--- config.mk ---
export PLATFORM = sky130hd
export DESIGN_NAME = alu_cmd_sequencer_flat
export DESIGN_NICKNAME = d
export VERILOG_FILES = /design/src/rtl/alu_seq_pkg.sv /design/src/rtl/alu_cmd_sequencer_if.sv /design/src/rtl/alu_cmd_fifo.sv /design/src/rtl/alu_cmd_sequencer.sv /design/src/flat_wrapper.sv
export SDC_FILE = /design/constraint.sdc
export NUM_CORES = 1
export LEC_CHECK = 0
export ABC_AREA = 1
export CAP_MARGIN = 10
export CORE_MARGIN = 5
export CORE_UTILIZATION = 53
export DETAILED_ROUTE_END_ITERATION = 12
export GPL_TIMING_DRIVEN = 0
export PLACE_DENSITY = 0.78
export SLEW_MARGIN = 20
export SYNTH_ARGS = -nofsm -noshare
export SYNTH_HDL_FRONTEND = slang
export SYNTH_SLANG_ARGS = --single-unit
--- constraint.sdc ---
create_clock -name Clock -period 2.3 [get_ports Clock]
set_clock_uncertainty 0.2 [all_clocks]
set_input_delay 0.46 -clock Clock [delete_from_list [all_inputs] [get_ports Clock]]
set_output_delay 0.46 -clock Clock [all_outputs]
set_load 0.005 [all_outputs]
--- src/rtl/alu_seq_pkg.sv ---
// Shared encodings and types for the ALU command sequencer.
package alu_seq_pkg;

    // ALU function encodings
    localparam logic [1:0] FN_ADD  = 2'b00;
    localparam logic [1:0] FN_MUL  = 2'b01;
    localparam logic [1:0] FN_SHL  = 2'b10;
    localparam logic [1:0] FN_HOLD = 2'b11;

    typedef enum logic [2:0] {
        ST_IDLE,
        ST_CLEAR,
        ST_ISSUE,
        ST_CAPTURE,
        ST_HOLD
    } state_e;

    // One queued command as stored in the FIFO
    typedef struct packed {
        logic [3:0] data;
        logic [1:0] func;
        logic       last;
    } cmd_t;

    // Operation counter increment that sticks at 255
    function automatic logic [7:0] sat_inc8(input logic [7:0] v);
        return (v == 8'hFF) ? v : v + 8'd1;
    endfunction

endpackage

--- src/rtl/alu_cmd_sequencer_if.sv ---
// Command, ALU-drive and result signals of the sequencer, grouped as one bundle.
interface alu_cmd_sequencer_if;

    logic       cmd_valid;
    logic       cmd_ready;
    logic [3:0] cmd_data;
    logic [1:0] cmd_func;
    logic       cmd_last;
    logic [3:0] Data;
    logic [1:0] Function;
    logic [7:0] alu_result;
    logic       res_valid;
    logic       res_ready;
    logic [7:0] res_data;
    logic [7:0] res_ops;

    // Host / ALU side
    modport master (
        output cmd_valid, cmd_data, cmd_func, cmd_last, res_ready, alu_result,
        input  cmd_ready, Data, Function, res_valid, res_data, res_ops
    );

    // Sequencer side
    modport slave (
        input  cmd_valid, cmd_data, cmd_func, cmd_last, res_ready, alu_result,
        output cmd_ready, Data, Function, res_valid, res_data, res_ops
    );

endinterface

--- src/rtl/alu_cmd_fifo.sv ---
// Small synchronous command FIFO with a registered not-full (ready) flag.
module alu_cmd_fifo
    import alu_seq_pkg::*;
#(
    parameter int DEPTH = 4
) (
    input  logic clk_i,
    input  logic rst_ni,
    input  logic push_i,
    input  logic pop_i,
    input  cmd_t wdata_i,
    output cmd_t rdata_o,
    output logic ready_o,
    output logic empty_o
);

    localparam int AW = $clog2(DEPTH);

    cmd_t          mem_q [DEPTH];
    logic [AW-1:0] wr_ptr_q;
    logic [AW-1:0] rd_ptr_q;
    logic [AW:0]   count_q;
    logic [AW:0]   count_d;
    logic          ready_q;
    logic          push;
    logic          pop;

    // Callers never push when full or pop when empty, but guard anyway
    assign push    = push_i && ready_q;
    assign pop     = pop_i && (count_q != '0);
    assign empty_o = (count_q == '0);
    assign ready_o = ready_q;
    assign rdata_o = mem_q[rd_ptr_q];

    // Next occupancy; a push and pop together leave it unchanged
    always_comb begin
        count_d = count_q;
        if (push && !pop) count_d = count_q + 1'b1;
        if (pop && !push) count_d = count_q - 1'b1;
    end

    // Pointers, occupancy and ready; ready follows occupancy one edge later, no bypass
    always_ff @(posedge clk_i or negedge rst_ni) begin
        if (!rst_ni) begin
            wr_ptr_q <= '0;
            rd_ptr_q <= '0;
            count_q  <= '0;
            ready_q  <= 1'b1;
        end else begin
            if (push) wr_ptr_q <= wr_ptr_q + 1'b1;
            if (pop)  rd_ptr_q <= rd_ptr_q + 1'b1;
            count_q <= count_d;
            ready_q <= (count_d != (AW+1)'(DEPTH));
        end
    end

    // Storage array; contents are don't-care until written
    always_ff @(posedge clk_i) begin
        if (push) mem_q[wr_ptr_q] <= wdata_i;
    end

endmodule

--- src/rtl/alu_cmd_sequencer.sv ---
// Replays queued command sequences onto the ALU and returns each final accumulator.
module alu_cmd_sequencer
    import alu_seq_pkg::*;
#(
    parameter int DEPTH = 4
) (
    input  logic               Clock,
    input  logic               Reset_b,
    alu_cmd_sequencer_if.slave bus
);

    state_e     state_q;
    logic [3:0] data_q;
    logic [1:0] func_q;
    logic       last_issued_q;
    logic       res_valid_q;
    logic [7:0] res_data_q;
    logic [7:0] res_ops_q;

    cmd_t head;
    logic fifo_empty;
    logic fifo_ready;
    logic pop;

    alu_cmd_fifo #(.DEPTH(DEPTH)) u_fifo (
        .clk_i   (Clock),
        .rst_ni  (Reset_b),
        .push_i  (bus.cmd_valid && fifo_ready),
        .pop_i   (pop),
        .wdata_i ('{data: bus.cmd_data, func: bus.cmd_func, last: bus.cmd_last}),
        .rdata_o (head),
        .ready_o (fifo_ready),
        .empty_o (fifo_empty)
    );

    // Data/Function are registered, so a command is popped on the edge that
    // starts the ISSUE cycle driving it; last_issued_q marks that cycle as final.
    assign pop = ((state_q == ST_CLEAR) || (state_q == ST_ISSUE && !last_issued_q))
                 && !fifo_empty;

    assign bus.cmd_ready = fifo_ready;
    assign bus.Data      = data_q;
    assign bus.Function  = func_q;
    assign bus.res_valid = res_valid_q;
    assign bus.res_data  = res_data_q;
    assign bus.res_ops   = res_ops_q;

    // Sequencer FSM with registered ALU drive and result port
    always_ff @(posedge Clock or negedge Reset_b) begin
        if (!Reset_b) begin
            state_q       <= ST_IDLE;
            data_q        <= 4'd0;
            func_q        <= FN_HOLD;
            last_issued_q <= 1'b0;
            res_valid_q   <= 1'b0;
            res_data_q    <= 8'd0;
            res_ops_q     <= 8'd0;
        end else begin
            data_q <= 4'd0;
            func_q <= FN_HOLD;
            case (state_q)
                ST_IDLE: begin
                    if (!fifo_empty) begin
                        state_q   <= ST_CLEAR;
                        func_q    <= FN_MUL;
                        res_ops_q <= 8'd0;
                    end
                end
                ST_CLEAR, ST_ISSUE: begin
                    if (state_q == ST_ISSUE && last_issued_q) begin
                        state_q       <= ST_CAPTURE;
                        last_issued_q <= 1'b0;
                    end else begin
                        state_q <= ST_ISSUE;
                        if (pop) begin
                            data_q        <= head.data;
                            func_q        <= head.func;
                            last_issued_q <= head.last;
                            res_ops_q     <= sat_inc8(res_ops_q);
                        end else begin
                            last_issued_q <= 1'b0;
                        end
                    end
                end
                ST_CAPTURE: begin
                    res_data_q  <= bus.alu_result;
                    res_valid_q <= 1'b1;
                    state_q     <= ST_HOLD;
                end
                ST_HOLD: begin
                    if (bus.res_ready) begin
                        res_valid_q <= 1'b0;
                        if (!fifo_empty) begin
                            state_q   <= ST_CLEAR;
                            func_q    <= FN_MUL;
                            res_ops_q <= 8'd0;
                        end else begin
                            state_q <= ST_IDLE;
                        end
                    end
                end
                default: state_q <= ST_IDLE;
            endcase
        end
    end

endmodule

--- src/flat_wrapper.sv ---
// flat-port wrapper written by rule: the top's interface ports become plain ports
module alu_cmd_sequencer_flat import alu_seq_pkg::*;
#(
    parameter int DEPTH = 4
)
  (Clock, Reset_b, bus_cmd_valid, bus_cmd_data, bus_cmd_func, bus_cmd_last, bus_res_ready, bus_alu_result, bus_cmd_ready, bus_Data, bus_Function, bus_res_valid, bus_res_data, bus_res_ops);
  alu_cmd_sequencer_if bus_i ();
  input  logic Clock;
  input  logic Reset_b;
  input wire logic [$bits(bus_i.cmd_valid)-1:0] bus_cmd_valid;
  input wire logic [$bits(bus_i.cmd_data)-1:0] bus_cmd_data;
  input wire logic [$bits(bus_i.cmd_func)-1:0] bus_cmd_func;
  input wire logic [$bits(bus_i.cmd_last)-1:0] bus_cmd_last;
  input wire logic [$bits(bus_i.res_ready)-1:0] bus_res_ready;
  input wire logic [$bits(bus_i.alu_result)-1:0] bus_alu_result;
  output wire logic [$bits(bus_i.cmd_ready)-1:0] bus_cmd_ready;
  output wire logic [$bits(bus_i.Data)-1:0] bus_Data;
  output wire logic [$bits(bus_i.Function)-1:0] bus_Function;
  output wire logic [$bits(bus_i.res_valid)-1:0] bus_res_valid;
  output wire logic [$bits(bus_i.res_data)-1:0] bus_res_data;
  output wire logic [$bits(bus_i.res_ops)-1:0] bus_res_ops;
  assign bus_i.cmd_valid = bus_cmd_valid;
  assign bus_i.cmd_data = bus_cmd_data;
  assign bus_i.cmd_func = bus_cmd_func;
  assign bus_i.cmd_last = bus_cmd_last;
  assign bus_i.res_ready = bus_res_ready;
  assign bus_i.alu_result = bus_alu_result;
  assign bus_cmd_ready = bus_i.cmd_ready;
  assign bus_Data = bus_i.Data;
  assign bus_Function = bus_i.Function;
  assign bus_res_valid = bus_i.res_valid;
  assign bus_res_data = bus_i.res_data;
  assign bus_res_ops = bus_i.res_ops;
  alu_cmd_sequencer #(.DEPTH(DEPTH)) u_core (.Clock(Clock), .Reset_b(Reset_b), .bus(bus_i));
endmodule
### After elaboration in Yosys (flattened, before gate mapping)

Memory sizes are Yosys's and may differ from the RTL's.
Index checks and enable logic that the tools add are counted.

* $add $sub $neg: 5
* multipliers: 0
* div/mod/pow operators: 0
* $lt $le $gt $ge: 0
* equal/unequal tests: 11
* shifts and indexed selects: 0
* mux-type cells: 27
* bitwise operators: 0
* reduce and logical (&&, ||, !) cells: 22

Operator list (number)
* $mux W8: 5
* $pmux W8 S3: 1
* $mux W3: 4
* $mux W4: 3
* $pmux W3 S4: 1
* $ne A2 B2 Y1 const B: 5
* $add A8 B1 Y8 const B: 1
* $eq A8 B8 Y1 const B: 1
* $logic_and A1 B1 Y1: 8
* $mux W2: 4
* $mux W1: 7
* $eq A3 B2 Y1 const B: 2
* $logic_not A3 Y1: 2
* $pmux W2 S3: 1
* $reduce_bool A3 Y1: 2
* $reduce_and A5 Y1: 1
* $add A2 B1 Y2 const B: 2
* $logic_not A1 Y1: 4
* $reduce_and A2 Y1: 2
* $add A3 B1 Y3 const B: 1
* $eq A3 B1 Y1 const B: 1
* $eq A3 B3 Y1 const B: 1
* $ne A3 B3 Y1 const B: 1
* $sub A3 B1 Y3 const B: 1
* 4 further kinds: 4

* register bits after elaboration: 35
* latch bits: 0
* RAM bits: 28
* memory bits (read-only): 0
* input bits: 19
* output and inout port bits: 24
* word-level logic and storage cells: 77
* memories kept: 1

Memories
* u_core.u_fifo.mem_q: words 4, width 7, rd ports 1, clocked after memory_dff 0, write ports 1, RTL line alu_cmd_fifo.sv:19 `cmd_t mem_q [DEPTH];`

### Logic depth before layout (Yosys ltp)

Gate-level depths: netlist (run 1).

* depth after elaboration: 10
* mapped depth: 12
* depth with buffers taken out: 12

### Hierarchy

From an unflattened synthesis (run 1), not the netlist that was laid out.

* cell total of the unflattened synthesis: 292
* area, all modules: 2930.3 µm²

By module, submodules not included
* alu_cmd_fifo: times used 1, cells each 128, area an instance 1559.0 µm², seq. area each 1042.2 µm²
* alu_cmd_sequencer: times used 1, cells each 164, area an instance 1371.3 µm², seq. area each 678.2 µm²

### Worst setup path after synthesis (run 1)

Ideal clock, no wire load.

* path kind: reg-to-reg
* start: register u_core.u_fifo.count_q[0]
* end: register u_core.res_ops_q[2], in the netlist u_core.bus.res_ops[2]
* library setup time: 121 ps
* arrival: 1288 ps
* required time: 1979 ps
* slack: 691 ps
* stages on the path, launching flop included: 12
* path buffers: 1
* clock period less this slack: 1609 ps
* path through: dfrtp_1 > inv_1 > ha_1 > inv_1 > nor2_1 > inv_1 > nand2_1 > nor2_1 > nand2_1 > buf_4 > nand2_1 > o21ai_1

* cells in the longest elaborated chain, start to end: 5
* elaborated cells between the ends (all ways): 8
* those cells by class: eq/ne (1); mux (3); reduce/logical (4)

RTL lines
* start: declaration: RTL line alu_cmd_fifo.sv:22 `logic [AW:0] count_q;`
* start signal: assignment: RTL line alu_cmd_fifo.sv:52 `count_q <= count_d;`
* $logic_not A3 Y1 *: RTL line alu_cmd_fifo.sv:31 `assign empty_o = (count_q == '0);`
* $logic_not A1 Y1: RTL line alu_cmd_sequencer.sv:39 `&& !fifo_empty;`
* $logic_and A1 B1 Y1: RTL line alu_cmd_sequencer.sv:39
* $ne A2 B2 Y1 (no line)
* $reduce_and A5 Y1 (no line)
* end signal: assignment: RTL line alu_cmd_sequencer.sv:79 `res_ops_q <= sat_inc8(res_ops_q);`
* end: declaration: RTL line alu_cmd_sequencer.sv:18 `logic [7:0] res_ops_q;`

Every way passes the cells marked *; elsewhere a longest branch is shown, timed or not. The select of a mux whose other input is x is not followed.
A chain may end at the register's enable or synchronous reset.

### Worst setup path after layout (run 1)

* start: register u_core.u_fifo.ready_q, in the netlist u_core.u_fifo.ready_o
* end: output port bus_cmd_ready

RTL lines
* start: declaration: RTL line alu_cmd_fifo.sv:24 `logic ready_q;`
* start signal: assignment: RTL line alu_cmd_fifo.sv:53 `ready_q <= (count_d != (AW+1)'(DEPTH));`
* end: declaration: RTL line flat_wrapper.sv:16 `output wire logic [$bits(bus_i.cmd_ready)-1:0] bus_cmd_ready;`

No word-level cell between the ends.

==> results of run 1 <==
==> stage by stage <==
step,setup TNS (ps),cells,util,power [mW]
final,0,378,0.6821,4.325
after global routing,0,378,0.6821,4.677
after CTS,0,378,0.6821,4.370
after detailed placement,-324.0,361,0.6429,3.439
after global placement,-8962,360,0.6400,3.357
after floorplan,0,248,-,2.793
==> per-layer routing <==
metal  vias up  track usage
li1        946            -
met1       912       0.2286
met2        51       0.2671
met3        10      0.03947
met4         0       0.1047
met5         -            0
==> logic make-up after synthesis <==
logic type                 count (synthesis)  share of synthesized area
AOI/OAI and AO/OA                         34                    0.07271
xor gates and xnor gates                   7                    0.02255
adders and majority gates                  8                    0.03682
buffers and inverters                     27                    0.03866
DFF                                       63                     0.6328
muxes                                      8                    0.03314
and+or+nand+nor                          101                     0.1634
==> sequential cells by signal (all words and copies together) (netlist names), 2 cells and up <==
register	cells
u_core.u_fifo.rd_ptr_q	2
u_core.state_q	3
u_core.bus.res_data	8
u_core.bus.Function	2
u_core.bus.Data	4
u_core.u_fifo.mem_q	28
u_core.bus.res_ops	8
u_core.u_fifo.wr_ptr_q	2
u_core.u_fifo.count_q	3
==> power by group through the flow <==
stage | logic [mW] | registers [mW] | clock network, mW
after CTS | 1.72 | 1.70 | 0.942
final | 1.69 | 1.70 | 0.926
after floorplan | 1.08 | 1.71 | 0
after detailed placement | 1.71 | 1.73 | 0
after global placement | 1.65 | 1.71 | 0
after global routing | 1.93 | 1.74 | 1.00
==> placed cells by master, fill, tap and decap left out, types with 2 or more instances in the layout <==
cell and count:
nor2_1 23, clkbuf_8 10, inv_2 2, clkdlybuf4s50_1 41
a21oi_1 11, inv_1 21, nand3b_1 2, nand4_1 2
nor3_1 2, xor2_1 6, mux2_2 8, nand3_2 2
dfstp_2 3, o21ai_1 5, o21ai_0 10, edfxtp_1 28
ha_1 8, nand2_1 56, nand3_1 11, clkbuf_1 7
dfrtp_1 32, a221oi_1 4
==> what timing repair did <==
action / 4_1_cts / 5_1_grt
setup buffers: 0 / 0
hold endpoints to repair: 33 / 0
hold buffers: 1 / 0
==> worst max path at each step <==
stage / from / endpoint / slack, ps / cells after the start
after global placement: Reset_b / u_core.bus.res_data[5] / -280 / 1
final: u_core.u_fifo.ready_o / bus_cmd_ready / 290 / 1
after detailed placement: bus_cmd_valid / u_core.u_fifo.mem_q[0][3] / -50 / 3
after CTS: u_core.u_fifo.ready_o / bus_cmd_ready / 270 / 1
after global routing: bus_cmd_valid / u_core.u_fifo.mem_q[0][1] / 220 / 3
after floorplan: u_core.u_fifo.count_q[0] / u_core.bus.res_ops[2] / 690 / 11
==> final cells by class <==
class / instances / area, sq um
repair buffers: 44 / 445.4
clock inverters: 2 / 35.03
well taps: 70 / 87.58
fillers: 368 / 1603
clock buffers: 14 / 152.6
inverters: 23 / 86.33
plain buffers: 4 / 18.77
multi-input cells: 158 / 893.4
flip-flops and latches: 63 / 1720
==> metrics.txt, run 1 <==
Post-Syn Nets=275; RSZ-0062 raised after global routing=false; die area=between 6000 and 7000 sq um; Async S/R FF share, synth=0.5556; GRT Overall Usage=0.1750; Syn Std Cell Area=about 2700 sq um; P_sw=~1.5 mW; CP bufs+invs=1; clock buffer depth=2; commonest cells in the netlist=nand2_1, dfrtp_1, edfxtp_1, nor2_1, inv_1; Clk pin slew, worst setup/hold paths=70 ps; Yosys reg bits=63; Finished Cell Area=~3400 sq um; I/O Pins=43; most frequent cell after synthesis=nand2_1; CTS buffer count=9; Avg WL per Cell=~14 um; initial antenna violation count=0; max layer used=met4; crit-path max FO=2; post-synthesis sequential area ratio=0.6328; Final ANT Viol Nets=0; Worst Hold Class=in -> async; # diodes=0; post-route setup slack=~290 ps; period utilisation layout=0.8741; post_cts resized=0; post-synth top area cell=edfxtp_1; Fin. Hold Viols=0; total length of routed wires=5124 um; share of layout cells above drive strength 1=0.1104; pwr/cell area=1257 nW/um^2; M1 WL=around 2300 um; Leak=roughly 1.5 nW; worst hold slack=about 280 ps; Max Cap Viol=0; clk sinks=63; PortBufs=42; WL met3=216 um; fin nets=330; Worst path top cell family by delay=flip-flops; Cell Chain, Critical Path=clkdlybuf4s50_1; Worst R2R End=u_core.u_fifo.mem_q[0][0]; power share of the combinational group=0.392; Crit. End Element=output pin; core footprint=5042 sq um; reg-to-reg slack, setup=about 390 ps; Max stage delay on crit path=about 530 ps; syn_area_per_cell=between 10 and 15 sq um; Die W=a little over 80 um; Reg-to-Reg Start=u_core.u_fifo.ready_o; worst skew pair latency=between 300 and 400 ps; CTS tree=done; global route total overflow=0; Worst path slowest cell=dfstp_2; Yosys warnings=0; Reg power frac=0.394; clock root cell=clkbuf_8; max-slew violation count=0; Final setup viols=0; HPWL after DPL=around 3600 um; number of synthesized flops with an enable pin=28; dpl cell area=about 3200 sq um; Required @ worst endpoint=between 1500 and 2000 ps; DR vias=1919; Pint=approximately 2.8 mW; clock share of power=0.214; DRC viols=0; R2R depth=2; FMAX=~0.5 GHz; Initial Utilization=0.5392; leading post-synthesis cells by cell area=edfxtp_1, dfrtp_1, nand2_1; die height=between 80 and 90 um; library cells used by synthesis=29; DR vias/cell=5.077; synthesized instance count=between 200 and 250; metal2 WL=~2500 um; outcome=complete, no violations; Rows=26; Final min period=approximately 2000 ps; Sw Share=0.3577; Most used DFF post-synth=dfrtp_1; global-route wire length before repair=8438 um; final weighted congestion in routability-driven placement=between 0.8 and 0.9; worst vdd ir=0.7003 mV; critical path type=reg -> out; area grow syn2layout=26.51%; worst path arrival time=about 1400 ps; dpl ws=-46.61 ps; 1st-iter DRT viols=between 90 and 100; pin count of the biggest net entering global routing=32; worst-margin pin slew=746.2 ps; first-pass detailed-route iteration total=4; number of global-route vias before repair=roughly 1800; H-tree Lvls=3; post-synth top area share=0.3092; Startpoint Class=flop; Slew HR=0.5007
No activity file was read; power rests on OpenSTA's default activity.
==> inputs of run 2 (changes only) <==
--- a/config.mk
+++ b/config.mk
@@ -5,9 +5,7 @@
 export SDC_FILE = /design/constraint.sdc
 export NUM_CORES = 1
 export LEC_CHECK = 0
-export ABC_AREA = 1
 export CAP_MARGIN = 10
-export CORE_MARGIN = 5
 export CORE_UTILIZATION = 53
 export DETAILED_ROUTE_END_ITERATION = 12
 export GPL_TIMING_DRIVEN = 0
==> run 2 against run 1 <==
Flip-flop and latch count did not move. Combinational power rose by 20%. Cell count fell by 9.8%. First-iteration DRC count rose by 26%. Sequential power barely moved. Design area rose by 5.0%. Setup slack got worse by 210 ps. Largest cell class unchanged.
==> metrics.txt, run 2 <==
Startpoint Class=input port (was flop); Worst path top cell family by delay=compound AO/OA/AOI/OAI gates (was flip-flops); worst skew pair latency=340 ps (about the same); first-pass detailed-route iteration total=4 (unchanged); R2R depth=6 (was 2); clk sinks=63 (unchanged); Post-Synth Adder-Cell Area=0.03552 (was 0.03682); footprint of the multi-input gates=1075 sq um (was 893.4 sq um); post-synth top area share=0.2984 (was 0.3092); Most used DFF post-synth=dfrtp_1 (unchanged); Crit. End Element=flop (was output pin); Die W=74.92 um (was 81.63 um); Required @ worst endpoint=2360 ps (was 1640 ps); leading post-synthesis cells by cell area=edfxtp_1, dfrtp_1, mux4_2 (was edfxtp_1, dfrtp_1, nand2_1); Yosys warnings=0 (unchanged); max-slew violation count=0 (unchanged); # diodes=0 (unchanged); largest family of logic cells by synthesized area=simple AND/OR/NAND/NOR gates (unchanged); pin count of the biggest net entering global routing=29 (was 32); most frequent cells in the layout=clkdlybuf4s50_1, dfrtp_1, edfxtp_1 (was nand2_1, clkdlybuf4s50_1, dfrtp_1); DRC viols=0 (unchanged); commonest cells in the netlist=dfrtp_1, edfxtp_1, nand2_1, inv_1, mux2_2 (was nand2_1, dfrtp_1, edfxtp_1, nor2_1, inv_1); setup TNS=0 ps (unchanged); dpl ws=-293.6 ps (was -46.61 ps); CP dominant cell by count=a21oi_1; initial antenna violation count=0 (unchanged); critical path type=in -> reg (was reg -> out); post-synthesis sequential area ratio=0.6106 (was 0.6328); Final min period=2219 ps (was 2010 ps); Synth Area in XOR/XNOR=0.02176 (was 0.02255); FMAX=0.4506 GHz (was 0.4974 GHz); Fillers=374 (was 368); Finished Cell Area=3611 sq um (was 3440 sq um); Max stage delay on crit path=520 ps (was 530 ps); syn_area_per_cell=13.48 sq um (was 10.96 sq um); Slew HR=0.6249 (was 0.5007); mux share of post-synthesis cell area=0.09591 (was 0.03313); Reg-to-Reg Start=u_core.bus.res_ops[0] (was u_core.u_fifo.ready_o); pwr/cell area=1291 nW/um^2 (was 1257 nW/um^2); Cell Chain, Critical Path=clkdlybuf4s50_1, nand2b_1, a21oi_1, o221ai_4, or4_1, a21oi_1 (was clkdlybuf4s50_1); CP bufs+invs=1 (unchanged); power share of the combinational group=0.432 (was 0.392); Worst path slowest cell=clkdlybuf4s50_1 (was dfstp_2); P_sw=1.601 mW (was 1.547 mW); die area=5612 sq um (was 6663 sq um); global-route wire length before repair=8342 um (was 8438 um); HPWL after DPL=3477 um (was 3560 um); 1st-iter DRT viols=115 (was 91); dpl cell area=3341 sq um (was 3242 sq um); post-route setup slack=80.66 ps (was 289.7 ps); CTS buffer count=9 (unchanged); worst path arrival time=2280 ps (was 1350 ps); Rows=26 (unchanged); Async S/R FF share, synth=0.5556 (unchanged); Post-Syn Nets=236 (was 275); number of flip-flops in the largest register=28 (unchanged); number of synthesized flops with an enable pin=28 (unchanged); fin nets=293 (was 330); Final setup viols=0 (unchanged); H-tree Lvls=3 (unchanged); Simple-Gate Fraction of Synth Area=0.1270 (was 0.1634); I/O Pins=43 (unchanged); PortBufs=42 (unchanged); Initial Utilization=0.5517 (was 0.5392); Fin. Hold Viols=0 (unchanged); worst-margin pin slew=562.7 ps (was 746.2 ps); total length of routed wires=5244 um (was 5124 um); clock root cell=clkbuf_8 (unchanged); CTS tree=done (unchanged); worst vdd ir=0.7494 mV (was 0.7003 mV); reg-to-reg slack, setup=90 ps (was 390 ps); clock buffer depth=2 (unchanged); most frequent cell after synthesis=dfrtp_1 (was nand2_1); DR vias=1896 (was 1919); Compound-Gate Fraction of Synth Area=0.08570 (was 0.07271); Final ANT Viol Nets=0 (unchanged); Reg power frac=0.364 (was 0.394); Worst Hold Class=in -> async (unchanged); core footprint=5107 sq um (was 5042 sq um); Yosys reg bits=63 (unchanged); Syn Std Cell Area=2818 sq um (was 2719 sq um); global route total overflow=0 (unchanged); Sw Share=0.3435 (was 0.3577); Max Cap Viol=0 (unchanged); DR vias/cell=5.560 (was 5.077); Worst R2R End=u_core.bus.res_ops[4] (was u_core.u_fifo.mem_q[0][0]); crit-path max FO=8 (was 2); Largest Register=u_core.u_fifo.mem_q (unchanged); final weighted congestion in routability-driven placement=0.7733 (was 0.8193); share of layout cells above drive strength 1=0.1919 (was 0.1104); period utilisation layout=0.9649 (was 0.8741); register area=1720 sq um (unchanged); number of global-route vias before repair=1811 (was 1799); fin util=0.7070 (was 0.6821); synthesized instance count=209 (was 248); most common cell after layout, fill and taps aside=clkdlybuf4s50_1 (was nand2_1); GRT Overall Usage=0.2064 (was 0.1750); Clk pin slew, worst setup/hold paths=70 ps (about the same); post-synth top area cell=edfxtp_1 (unchanged); library cells used by synthesis=41 (was 29); Leak=1.422 nW (was 1.462 nW); outcome=complete, no violations (unchanged); Avg WL per Cell=15.38 um (was 13.56 um); area grow syn2layout=28.15% (was 26.51%); die height=74.92 um (was 81.63 um); Pint=3.060 mW (was 2.778 mW); total power=4.661 mW (was 4.325 mW); clock share of power=0.203 (was 0.214)
-- run 2: cell count changes in the layout (fill, tap and decap cells not counted), sizes merged, moves of 7 or more --
cell | before | now
nor2 | 23 | 5
mux4 | 0 | 7
nand2 | 58 | 17
o21ai | 15 | 7
inv | 23 | 10
nand3 | 14 | 6
-- run 2: timing repair --
| action | 4_1_cts | 5_1_grt |
|---|---|---|
| resized for setup | 1 | 11 |
| hold buffers | 1 | 0 |
| setup endpoints to repair | 2 | 5 |
| endpoints found under the hold margin | 7 | 0 |
| gates cloned | 0 | 0 |
| setup buffers | 0 | 2 |
| pin swaps | 1 | 2 |
-- run 2: cell type report --
cell class	instances	share of cell area
multi-input combinational	129	0.2976
inverter	10	0.01040
clock inverter	6	0.01663
tap	70	0.02426
buffer	7	0.009009
sequential	63	0.4764
clock buffer	10	0.03812
timing repair buffer	46	0.1275
-- run 2: stage by stage --
| stage | hold slack, ps | cells |
|---|---|---|
| 2_1_floorplan | -35.59 | 209 |
| 3_3_place_gp | 286.2 | 321 |
| 3_5_place_dp | 126.2 | 322 |
| 4_1_cts | 312.4 | 339 |
| 5_1_grt | 319.9 | 341 |
| 6_report | 307.1 | 341 |
-- run 2: how the worst max path moves through the flow --
stage / cells past startpoint / slack [ps] / start / end
floorplan: 6 / 180 / u_core.u_fifo.count_q[0] / u_core.bus.res_ops[3]
global placement: 5 / -240 / bus_res_ready / u_core.bus.res_ops[3]
detailed placement: 5 / -290 / bus_res_ready / u_core.bus.res_ops[4]
CTS: 7 / 30 / u_core.u_fifo.count_q[0] / u_core.u_fifo.ready_o
global route: 6 / -40 / bus_res_ready / u_core.bus.res_ops[7]
finish: 6 / 80 / bus_res_ready / u_core.bus.res_ops[7]
-- run 2: layer usage --
| layer | wire (um) | vias up | track usage |
|---|---|---|---|
| met2 | 2686 | 49 | 0.3363 |
| met4 | 74 | 0 | 0.1069 |
| met5 | 0 | - | 0 |
| met1 | 2231 | 954 | 0.2582 |
| li1 | - | 884 | - |
| met3 | 251 | 9 | 0.04953 |
-- run 2: power by group through the flow --
stage,Clock [mW],Combinational (mW),Sequential [mW]
CTS,0.961,1.89,1.70
global route,1.01,2.21,1.73
floorplan,0,1.26,1.69
global placement,0,1.80,1.70
finish,0.947,2.02,1.70
detailed placement,0,1.85,1.72
-- run 2: cell families after synthesis --
logic type / count (synthesis)
AND/OR/NAND/NOR: 65
XOR/XNOR: 7
buffers and inverters: 17
adder cells (fa/ha/maj): 8
multiplexers: 17
AO/OA/AOI/OAI: 32
flip-flops: 63
